## src/rtl/sha3_block_padder.sv

```systemverilog
`default_nettype none
// ============================================================================
// Module   : sha3_word_padder / sha3_block_padder
// Purpose  : sha3_word_padder builds the padded final message word.
//            sha3_block_padder assembles 576-bit SHA3-512 rate blocks
//            (18 x 32-bit big-endian words) and applies the SHA3 padding
//            (domain byte 0x06 after the message and 0x80 in the block's
//            last byte). Each finished block is held for the Keccak-f stage
//            until that stage acknowledges it.
// Ports (sha3_block_padder):
//   clk         in   1   rising-edge clock
//   reset_n     in   1   asynchronous active-low reset
//   in          in  32   message word, byte 0 in in[31:24]
//   in_ready    in   1   in is valid this cycle
//   is_last     in   1   this word is the final (possibly partial) word
//   byte_num    in   2   valid bytes in the final word (0..3)
//   buffer_full out  1   18 words buffered, upstream must hold its word
//   out         out 576  assembled block, first word in out[575:544]
//   out_ready   out  1   out holds a complete block (same as buffer_full)
//   f_ack       in   1   permutation stage has taken out
// Revision : 1.0 - initial release
// ============================================================================

// ----------------------------------------------------------------------------
// Combinational final-word padder: keeps the first byte_num bytes of in,
// places 0x06 right after them, zero-fills the rest, and ORs in the 0x80
// block terminator when the word lands in the block's last slot.
// ----------------------------------------------------------------------------
module sha3_word_padder (
  input  logic [31:0] in,
  input  logic [1:0]  byte_num,
  input  logic        last_slot,
  output logic [31:0] out
);

  logic [31:0] w_keep_mask;
  logic [31:0] w_domain;

  always_comb begin
    w_keep_mask = 32'h0000_0000;
    w_domain    = 32'h0600_0000;
    case (byte_num)
      2'd0: begin
        w_keep_mask = 32'h0000_0000;
        w_domain    = 32'h0600_0000;
      end
      2'd1: begin
        w_keep_mask = 32'hFF00_0000;
        w_domain    = 32'h0006_0000;
      end
      2'd2: begin
        w_keep_mask = 32'hFFFF_0000;
        w_domain    = 32'h0000_0600;
      end
      default: begin
        w_keep_mask = 32'hFFFF_FF00;
        w_domain    = 32'h0000_0006;
      end
    endcase
  end

  assign out = (in & w_keep_mask) | w_domain | (last_slot ? 32'h0000_0080 : 32'h0000_0000);

endmodule

// ----------------------------------------------------------------------------
// Block assembler with ACCEPT / PAD / DONE sequencing.
// ----------------------------------------------------------------------------
module sha3_block_padder (
  input  logic         clk,
  input  logic         reset_n,
  input  logic [31:0]  in,
  input  logic         in_ready,
  input  logic         is_last,
  input  logic [1:0]   byte_num,
  output logic         buffer_full,
  output logic [575:0] out,
  output logic         out_ready,
  input  logic         f_ack
);

  localparam logic [1:0] c_ST_ACCEPT = 2'd0;
  localparam logic [1:0] c_ST_PAD    = 2'd1;
  localparam logic [1:0] c_ST_DONE   = 2'd2;

  localparam logic [4:0] c_LAST_SLOT = 5'd17;
  localparam logic [4:0] c_FULL_CNT  = 5'd18;

  logic [1:0]   r_state;
  logic [1:0]   w_next_state;
  logic [4:0]   r_cnt;
  logic [575:0] r_out;

  logic         w_full;
  logic         w_slot17;
  logic         w_wr_en;
  logic [31:0]  w_wr_data;
  logic [31:0]  w_padded_word;

  assign w_full   = (r_cnt == c_FULL_CNT);
  assign w_slot17 = (r_cnt == c_LAST_SLOT);

  sha3_word_padder u_word_padder (
    .in        (in),
    .byte_num  (byte_num),
    .last_slot (w_slot17),
    .out       (w_padded_word)
  );

  // State register.
  always_ff @(posedge clk or negedge reset_n) begin
    if (!reset_n) begin
      r_state <= c_ST_ACCEPT;
    end else begin
      r_state <= w_next_state;
    end
  end

  // Next-state logic. DONE is terminal: only reset starts a new message.
  always_comb begin
    w_next_state = r_state;
    case (r_state)
      c_ST_ACCEPT: begin
        if (in_ready && !w_full && is_last) begin
          w_next_state = w_slot17 ? c_ST_DONE : c_ST_PAD;
        end
      end
      c_ST_PAD: begin
        if (!w_full && w_slot17) begin
          w_next_state = c_ST_DONE;
        end
      end
      c_ST_DONE: begin
        w_next_state = c_ST_DONE;
      end
      default: begin
        w_next_state = c_ST_ACCEPT;
      end
    endcase
  end

  // Output logic: which word (if any) is shifted into the block this cycle.
  always_comb begin
    w_wr_en   = 1'b0;
    w_wr_data = 32'h0000_0000;
    case (r_state)
      c_ST_ACCEPT: begin
        if (in_ready && !w_full) begin
          w_wr_en   = 1'b1;
          w_wr_data = is_last ? w_padded_word : in;
        end
      end
      c_ST_PAD: begin
        // PAD never sees a full buffer (the last word landed below slot 17),
        // but the guard keeps the write rule identical to ACCEPT.
        if (!w_full) begin
          w_wr_en   = 1'b1;
          w_wr_data = w_slot17 ? 32'h0000_0080 : 32'h0000_0000;
        end
      end
      default: begin
        w_wr_en   = 1'b0;
        w_wr_data = 32'h0000_0000;
      end
    endcase
  end

  // Word counter. A write and an ack cannot coincide: writes need !w_full
  // and the ack only counts when w_full.
  always_ff @(posedge clk or negedge reset_n) begin
    if (!reset_n) begin
      r_cnt <= 5'd0;
    end else if (f_ack && w_full) begin
      r_cnt <= 5'd0;
    end else if (w_wr_en) begin
      r_cnt <= r_cnt + 5'd1;
    end
  end

  // Block shift register. Contents survive the ack; only reset clears them.
  always_ff @(posedge clk or negedge reset_n) begin
    if (!reset_n) begin
      r_out <= '0;
    end else if (w_wr_en) begin
      r_out <= {r_out[543:0], w_wr_data};
    end
  end

  assign out         = r_out;
  assign buffer_full = w_full;
  assign out_ready   = w_full;

endmodule

`default_nettype wire

```

## config.mk

```make
export PLATFORM = sky130hd
export DESIGN_NAME = sha3_block_padder
export DESIGN_NICKNAME = d
export VERILOG_FILES = /design/src/rtl/sha3_block_padder.sv
export SDC_FILE = /design/constraint.sdc
export NUM_CORES = 1
export LEC_CHECK = 0
export BUFFER_PORTS_ARGS = -buffer_cell sky130_fd_sc_hd__buf_4
export CORE_AREA = 2 2 238 240
export CTS_CLUSTER_SIZE = 12
export DETAILED_ROUTE_END_ITERATION = 8
export DIE_AREA = 0 0 240 242
export MAX_ROUTING_LAYER = met4
export PLACE_DENSITY_LB_ADDON = 0.15
export SETUP_SLACK_MARGIN = 0.5
export SLEW_MARGIN = 20
export SYNTH_ARGS = -nofsm -noshare
export SYNTH_HDL_FRONTEND = slang
export SYNTH_SLANG_ARGS = --single-unit
export TNS_END_PERCENT = 10
```

## constraint.sdc

```tcl
create_clock -name clk -period 3.17 [get_ports clk]
set_input_delay 0.4755 -clock clk [delete_from_list [all_inputs] [get_ports clk]]
set_output_delay 0.4755 -clock clk [all_outputs]
set_load 0.02 [all_outputs]
```

[Word level (Yosys, flattened, before mapping)]
Cells that the tools add are included.
Storage, ports and cells
  bits of input ports: 39
  memories kept: 0
  bits in writable memories: 0
  latch bits: 0
  output and inout bits: 578
  bits in registers: 583
  bits in read-only memories: 0
  word-level logic and storage cells: 40
Operators by class
  reductions and logical operators: 9
  shifts and indexed selects: 0
  multiply operators: 0
  div/mod/pow operators: 0
  equal/unequal tests: 8
  mux-type cells: 16
  bitwise logic cells: 3
  order comparisons: 0
  add/sub/neg operators: 1
Operator list (number)
  $mux 32: 3
  $pmux 32 s3: 1
  $pmux 27 s3: 1
  $pmux 32 s2: 1
  $and 32x32->32: 1
  $or 32x27->32: 1
  $or 32x32->32: 1
  $eq 5x5->1 const B: 2
  $mux 5: 2
  $mux 8: 1
  $mux 2: 3
  $pmux 2 s3: 1
  $add 5x1->5 const B: 1
  $eq 2x1->1 const B: 2
  $eq 2x2->1 const B: 2
  $logic_and 1x1->1: 4
  $logic_not 2->1: 2
  $ne 2x2->1 const B: 2
  $mux 1: 2
  $pmux 1 s2: 1
  $reduce_and 2->1: 1
  $reduce_bool 2->1: 1
  $logic_not 1->1: 1

[Logic depth before layout (Yosys ltp)]
Gate-level depths: netlist of the first run.
  depth after elaboration: 8
  gate-level depth with buffers: 10
  depth with buffers taken out: 6

[Cells and area by module]
Synthesis of the first run repeated with hierarchy kept, for this count alone.
Unflattened totals
  cells, all modules: 2528
  area, all modules: 22641.7 µm²
By module, submodules not included
  sha3_block_padder: sequential area each 14589.0 µm², area each 22363.9 µm², times used 1, cells an instance 2487
  sha3_word_padder: sequential area each 0.0 µm², area each 277.8 µm², times used 1, cells an instance 41

[Worst setup path before layout of the first run]
Ideal clock, no wire load.
  path type: reg2reg
  from: register r_state[0]
  to: register r_out[254] (netlist: out[254])
  stages on the path, launching flop included: 11
  setup time: 117 ps
  data arrival time: 1628 ps
  path buffers: 4
  clock period less this slack: 1745 ps
  data required time: 3053 ps
  slack: 1425 ps
  cells stage by stage: dfrtp_1 -> inv_1 -> ha_1 -> a21o_1 -> and2_1 -> buf_2 -> buf_6 -> buf_6 -> buf_6 -> nand2_1 -> nand2_1
Between the ends
  longest elaborated chain between the ends: 2
  elaborated cells between the ends (all ways): 3
  classes of those cells: eq/ne: 1; mux: 1; reduce/logical: 1
Ends and longest elaborated chain
  start: declaration: RTL line 89  | logic [1:0] r_state;
  start signal: assignment: RTL line 113  | r_state <= c_ST_ACCEPT;
  start signal: assignment: RTL line 115  | r_state <= w_next_state;
  $eq 2x1->1 / $logic_not 2->1 (equally long branches): RTL line 146  | case (r_state)
  $pmux 1 s2 *: RTL line 146
  end signal: assignment: RTL line 185  | r_out <= {r_out[543:0], w_wr_data};
  end: declaration: RTL line 92  | logic [575:0] r_out;
Every way passes the cells marked *; elsewhere a longest branch is shown, timed or not.
A chain may end at the register's enable or synchronous reset.

[Worst setup path in the final report of the first run]
  from: register r_cnt[0]
  to: output port buffer_full
Between the ends
  longest elaborated chain between the ends: 1
Ends and longest elaborated chain
  start: declaration: RTL line 91  | logic [4:0] r_cnt;
  start signal: assignment: RTL line 176  | r_cnt <= r_cnt + 5'd1;
  $eq 5x5->1: RTL line 100  | assign w_full = (r_cnt == c_FULL_CNT);
  end: declaration: RTL line 76  | output logic buffer_full,
Every way passes these cells.

==> flow_summary.json, run 1 <==
{
  "p_sw_w": 0.0145,
  "ios": 617,
  "worst_r2r_startpoint": "r_state[0]",
  "fin_crit_ns": 2.37,
  "grt_first_pass_wirelength_um": 110000,
  "synth_most_common_cell": "nand2_1",
  "grt_usage": 0.255,
  "startpoint_type": "register",
  "postCtsHoldBufs": 1,
  "layout-drive-gt1-share": 0.247,
  "p_seq_frac": 0.372,
  "portBuffers": 616,
  "share_comb_of_total_power": 0.402,
  "cp.required_ns": 2.69,
  "cts_tree": "done",
  "grt.overflow.total": 0,
  "yosys.area.top_type": "dfrtp_1",
  "rsz0062_at_grt": "no",
  "power.total_w": 0.0341,
  "antenna_found_initial": 0,
  "setup_tns_ns": 0,
  "hold_class": "primary input to register",
  "synth_nets": 2482,
  "grt_pass1_vias": 18000,
  "cts.clk_slew.worst_paths_ns": 0.06,
  "switching_share": 0.425,
  "avgSynthCellArea_um2": 9.10,
  "dpl.cell_count": 3719,
  "powerDensity_mw_per_mm2": 1150,
  "ir_drop_mv": 0.601,
  "ys_seq_area_frac": 0.658,
  "cap_violations": 0,
  "hpwlAfterDp_um": 52400,
  "fin_skew_ns": 0.0241,
  "dieWidth_um": 240,
  "synth_area_mm2": 0.0222,
  "hold_start": "f_ack",
  "post-route-period-util": 0.747,
  "row_count": 87,
  "nets": 3077,
  "setup_viol": 0,
  "cp.arrival_ns": 1.89,
  "synth_cell_types": 30,
  "ys_async_sr_fraction": 1.00,
  "cts_made_buffers": 66,
  "fmax_mhz": 422,
  "tightestPinTransition_ns": 0.900,
  "synth_area_leaders": "dfrtp_1, nand2_1, buf_2",
  "coreArea_mm2": 0.0557,
  "route.detailed.drc": 0,
  "start_util": 0.398,
  "slew_viol_final": 0,
  "clock_path_buffers": 3,
  "critPathMaxFanout": 6,
  "place.gp.congestion": 0.876,
  "cts-htree-levels": 3,
  "synth_common_cells": "nand2_1, dfrtp_1, buf_2",
  "rr_worst_depth": 7,
  "syn_inst": 2437,
  "synth_top_cell_area_share": 0.658,
  "min_delay_path_depth": 2,
  "firstDrtPassIters": 7,
  "worst-setup-path-type": "register to output port",
  "critPathLaunch": "r_cnt[0]",
  "postCtsSetupRepairBufs": 0,
  "drt_wl_total_um": 72500,
  "cts_resized": 0,
  "p_clk_frac": 0.226,
  "cts_root_buffer": "clkbuf_16",
  "wl_per_cell_um": 18.9,
  "yosys_register_bits": 583,
  "drt_iter0_drc": 1317,
  "hold_viol": 0,
  "syn2layout_area_growth_pct": 34.1,
  "ant_nets": 0,
  "leakagePower_nw": 17.3,
  "ys_warn_count": 0,
  "crit_path_end_kind": "output port",
  "insertion_delay_ns": 0.59,
  "die-height_um": 242,
  "status": "complete, no violations",
  "dieArea_mm2": 0.0581,
  "synth_edf_count": 0,
  "grt_max_degree": 196,
  "via_count": 18100,
  "ys.flop_type": "dfrtp_1",
  "timing.slew.headroom": 0.400,
  "p_int_w": 0.0196,
  "via_per_inst": 4.72,
  "num_antenna_cells": 0,
  "cts.sinks": 583,
  "final_cells": 3836
}
-- cells by family after synthesis --
family	Yosys count	share of synthesized area
AOI/OAI and AO/OA	43	0.0150
and+or+nand+nor	1665	0.285
DFF	583	0.658
xor gates and xnor gates	2	0.000790
muxes	4	0.00192
buffers and inverters	134	0.0362
adders and majority gates	6	0.00339
-- cell type report --
class / instances / area [um^2]
fillers: 5248 / 26000
flip-flops and latches: 583 / 14600
multi-input cells: 1720 / 6790
repair buffers: 654 / 5180
clock buffers: 101 / 2010
well taps: 756 / 946
clock inverters: 15 / 198
inverters: 7 / 26.3
-- stage by stage --
step                area, um^2  hold WS [ns]  setup WS (ns)  utilization
detailed placement       27500         0.466          0.876        0.494
global placement         27500         0.459          0.925        0.494
global route             29700        0.0630          0.632        0.534
floorplan                22200         0.180           1.43            -
CTS                      29700        0.0397          0.761        0.534
finish                   29700        0.0800          0.801        0.534
-- routing by layer --
metal,up-vias,GRT usage,share of wire
met2,577,0.409,0.49
li1,8611,-,-
met5,-,-,0
met3,101,0.0745,0.080
met1,8801,0.308,0.40
met4,0,0.0877,0.030
-- critical path, stage by stage, from the launching register on --
cell and delay (ns):
dfrtp_1 0.43, inv_1 0.08, ha_1 0.22, nand4bb_4 0.19, inv_1 0.20, buf_4 0.17
-- power groups by stage --
stage,clock network (W),logic (W),registers [W]
after floorplan,0,0.00482,0.0150
after global placement,0,0.0137,0.0127
after detailed placement,0,0.0138,0.0128
after CTS,0.00788,0.0138,0.0127
after global routing,0.00821,0.0148,0.0130
final,0.00769,0.0137,0.0127
-- sequential cells by signal, summed over array words and instances (netlist names) --
name	flops
r_state	2
out	576
r_cnt	5
-- final timing paths --
| path | endpoint | slack, ns |
|---|---|---|
| min | r_cnt[4] | 0.08 |
| min in group asynchronous | out[501] | 0.44 |
| max reg2reg | out[512] | 0.83 |
| max in group asynchronous | out[275] | 1.78 |
| min reg2reg | out[553] | 0.48 |
| max | buffer_full | 0.80 |
-- layout by cell type, fill, tap and decap left out, drive strengths merged, types with 2 or more instances in the layout --
| cell type | count |
|---|---|
| a21oi | 5 |
| inv | 8 |
| nand2 | 1641 |
| nand4 | 2 |
| clkbuf | 101 |
| nand3 | 2 |
| clkinv | 8 |
| buf | 653 |
| nand2b | 4 |
| mux2 | 2 |
| ha | 6 |
| nor2 | 8 |
| a22o | 27 |
| a21o | 2 |
| clkinvlp | 2 |
| or2 | 2 |
| bufinv | 4 |
| dfrtp | 583 |
| o21ai | 6 |
| mux2i | 2 |
(Power assumes the default switching activity.)
==> run 2: changes to the inputs <==
Settings changed: ABC_AREA from default to 1, CORE_AREA 2 2 238 240 to 2 2 239 241, DIE_AREA 0 0 240 242 to 0 0 241 243.
Clock period 3.17 ns to 2.36 ns, I/O delays scaled along.
==> flow_summary.json, run 2 <==
{
  "r2r_setup_slack_ns": 0.50,
  "slew_viol_final": 0,
  "cap_violations": 0,
  "critPathMaxFanout": 3,
  "yosys_register_bits": 583,
  "hold_class": "primary input to register",
  "drt_wl_total_um": 79100,
  "ys_warn_count": 0,
  "startpoint_type": "register",
  "synth_area_mm2": 0.0223,
  "synth_area_leaders": "dfrtp_1, nand2_1, o21ai_0",
  "final_common_cell": "nand2_1",
  "multi_input_area_mm2": 0.00678,
  "cts_made_buffers": 61,
  "timing.final.ws_setup_ns": 0.312,
  "synth_top_cell_area_share": 0.653,
  "portBuffers": 616,
  "ys_async_sr_fraction": 1.00,
  "synth_most_common_cell": "nand2_1",
  "rsz0062_at_grt": "yes",
  "layout-drive-gt1-share": 0.259,
  "grt_first_pass_wirelength_um": 113000,
  "dp_worst_setup_slack_ns": 0.224,
  "start_util": 0.399,
  "grt_usage": 0.262,
  "setup_viol": 0,
  "grt_pass1_vias": 18500,
  "ys_seq_area_frac": 0.653,
  "cts.clk_slew.worst_paths_ns": 0.06,
  "coreArea_mm2": 0.0560,
  "fmax_mhz": 488,
  "synth_common_cells": "nand2_1, dfrtp_1, o21ai_0",
  "via_per_inst": 4.81,
  "timing.slew.headroom": 0.603,
  "final_cells": 3956,
  "cts_root_buffer": "clkbuf_16",
  "dieArea_mm2": 0.0586,
  "dieWidth_um": 241,
  "place.gp.congestion": 0.904,
  "hold_viol": 0,
  "antenna_found_initial": 0,
  "avgSynthCellArea_um2": 9.01,
  "cts.sinks": 583,
  "ant_nets": 0,
  "yosys.area.top_type": "dfrtp_1",
  "crit_path_end_kind": "output port",
  "route.detailed.drc": 0,
  "fin_skew_ns": 0.0228,
  "cts-htree-levels": 2,
  "tightestPinTransition_ns": 0.595,
  "hpwlAfterDp_um": 53900,
  "cp.required_ns": 2.01,
  "grt_max_degree": 129,
  "fin_crit_ns": 2.05,
  "post-route-period-util": 0.868,
  "row_count": 87,
  "dpl.cell_count": 3780,
  "postLayoutCoreUtil": 0.552,
  "wl_per_cell_um": 20.0,
  "nets": 3207,
  "syn_inst": 2478,
  "clock_path_buffers": 3,
  "num_antenna_cells": 0,
  "worst-setup-path-type": "register to output port",
  "firstDrtPassIters": 7,
  "ios": 617,
  "ir_drop_mv": 0.783,
  "hold-worst-slack_ns": 0.0261,
  "syn2layout_area_growth_pct": 38.4,
  "die-height_um": 243,
  "fillers": 5208,
  "insertion_delay_ns": 0.64,
  "setup_tns_ns": 0,
  "synth_cell_types": 22,
  "layout.cells.most_common_list": "nand2_1, buf_4, dfrtp_1",
  "seq_area_mm2": 0.0146,
  "synth_nets": 2523,
  "leakagePower_nw": 17.6,
  "cts_tree": "done",
  "status": "complete, no violations",
  "via_count": 19000,
  "powerDensity_mw_per_mm2": 1590,
  "min_delay_path_depth": 3,
  "drt_iter0_drc": 1435,
  "rr_worst_depth": 10,
  "grt.overflow.total": 0,
  "synth_edf_count": 0,
  "largest_reg_flops": 576,
  "ys.flop_type": "dfrtp_1",
  "cp.arrival_ns": 1.69
}
==> run 2: changes by cell type in the layout (fill, tap and decap cells not counted), sizes merged, moves of 3 or more <==
cell,before,now
bufbuf,0,3
nand2b,4,0
nand2,1641,1573
clkbuf,101,96
o21ai,6,86
dlygate4sd3,1,24
a21oi,5,2
buf,653,710
nand3,2,27
a22o,27,0
nand4,2,8
inv,8,53
==> run 2: layout make-up <==
class,count,share of cell area
flip-flops and latches,583,0.472
repair inverters,2,0.000729
multi-input cells,1716,0.219
repair buffers,746,0.207
well taps,756,0.0306
clock inverters,14,0.00636
inverters,52,0.00737
clock buffers,87,0.0558
==> run 2: metal layers <==
| layer | global-route usage | share of wire |
|---|---|---|
| met5 | - | 0 |
| met4 | 0.0959 | 0.039 |
| met3 | 0.0777 | 0.084 |
| met2 | 0.416 | 0.49 |
| met1 | 0.315 | 0.39 |
==> run 2: stage by stage <==
step,cell area (um^2),total power (W)
after floorplan,22300,0.0278
after global placement,27800,0.0373
after detailed placement,27800,0.0376
after CTS,30300,0.0479
after global routing,30900,0.0519
final,30900,0.0492
==> run 2: what timing repair did <==
action / 4_1_cts / 5_1_grt
hold buffers: 24 / 0
setup endpoints to repair: 503 / 489
buffers inserted: 12 / 20
gates cloned: 4 / 15
resized for setup: 15 / 22
pin swaps: 2 / 2
hold endpoints to repair: 69 / 0
==> run 2: power by group <==
group | leakage [nW] | internal [W] | switching, W
clock network | 0.945 | 0.00546 | 0.00390
logic | 8.78 | 0.00876 | 0.0139
registers | 7.90 | 0.0136 | 0.00367
==> run 2: worst paths after layout <==
kind,startpoint,endpoint
worst min-delay path,in[10],out[10]
worst min register to register,out[565],out[565]
max in group asynchronous,reset_n,out[288]
worst max register to register,r_state[0],out[56]
min in group asynchronous,reset_n,out[471]
worst max-delay path,r_cnt[0],buffer_full
==> run 2: kinds of logic (layout without fill, tap and decap cells) <==
group / after synthesis / in the layout / share of synthesized area
simple gates: 1617 / 1618 / 0.276
flops: 583 / 583 / 0.653
buf+inv: 180 / 901 / 0.0463
compound gates: 89 / 89 / 0.0200
fa+ha+maj: 6 / 6 / 0.00336
xor+xnor: 3 / 3 / 0.00118
==> run 2: worst max-delay path, cell delays in order, from the launching register on <==
cell	delay, ns
dfrtp_1	0.37
inv_2	0.06
ha_4	0.16
nand2_4	0.08
inv_4	0.05
nand2_8	0.07
clkinvlp_4	0.13
buf_6	0.15
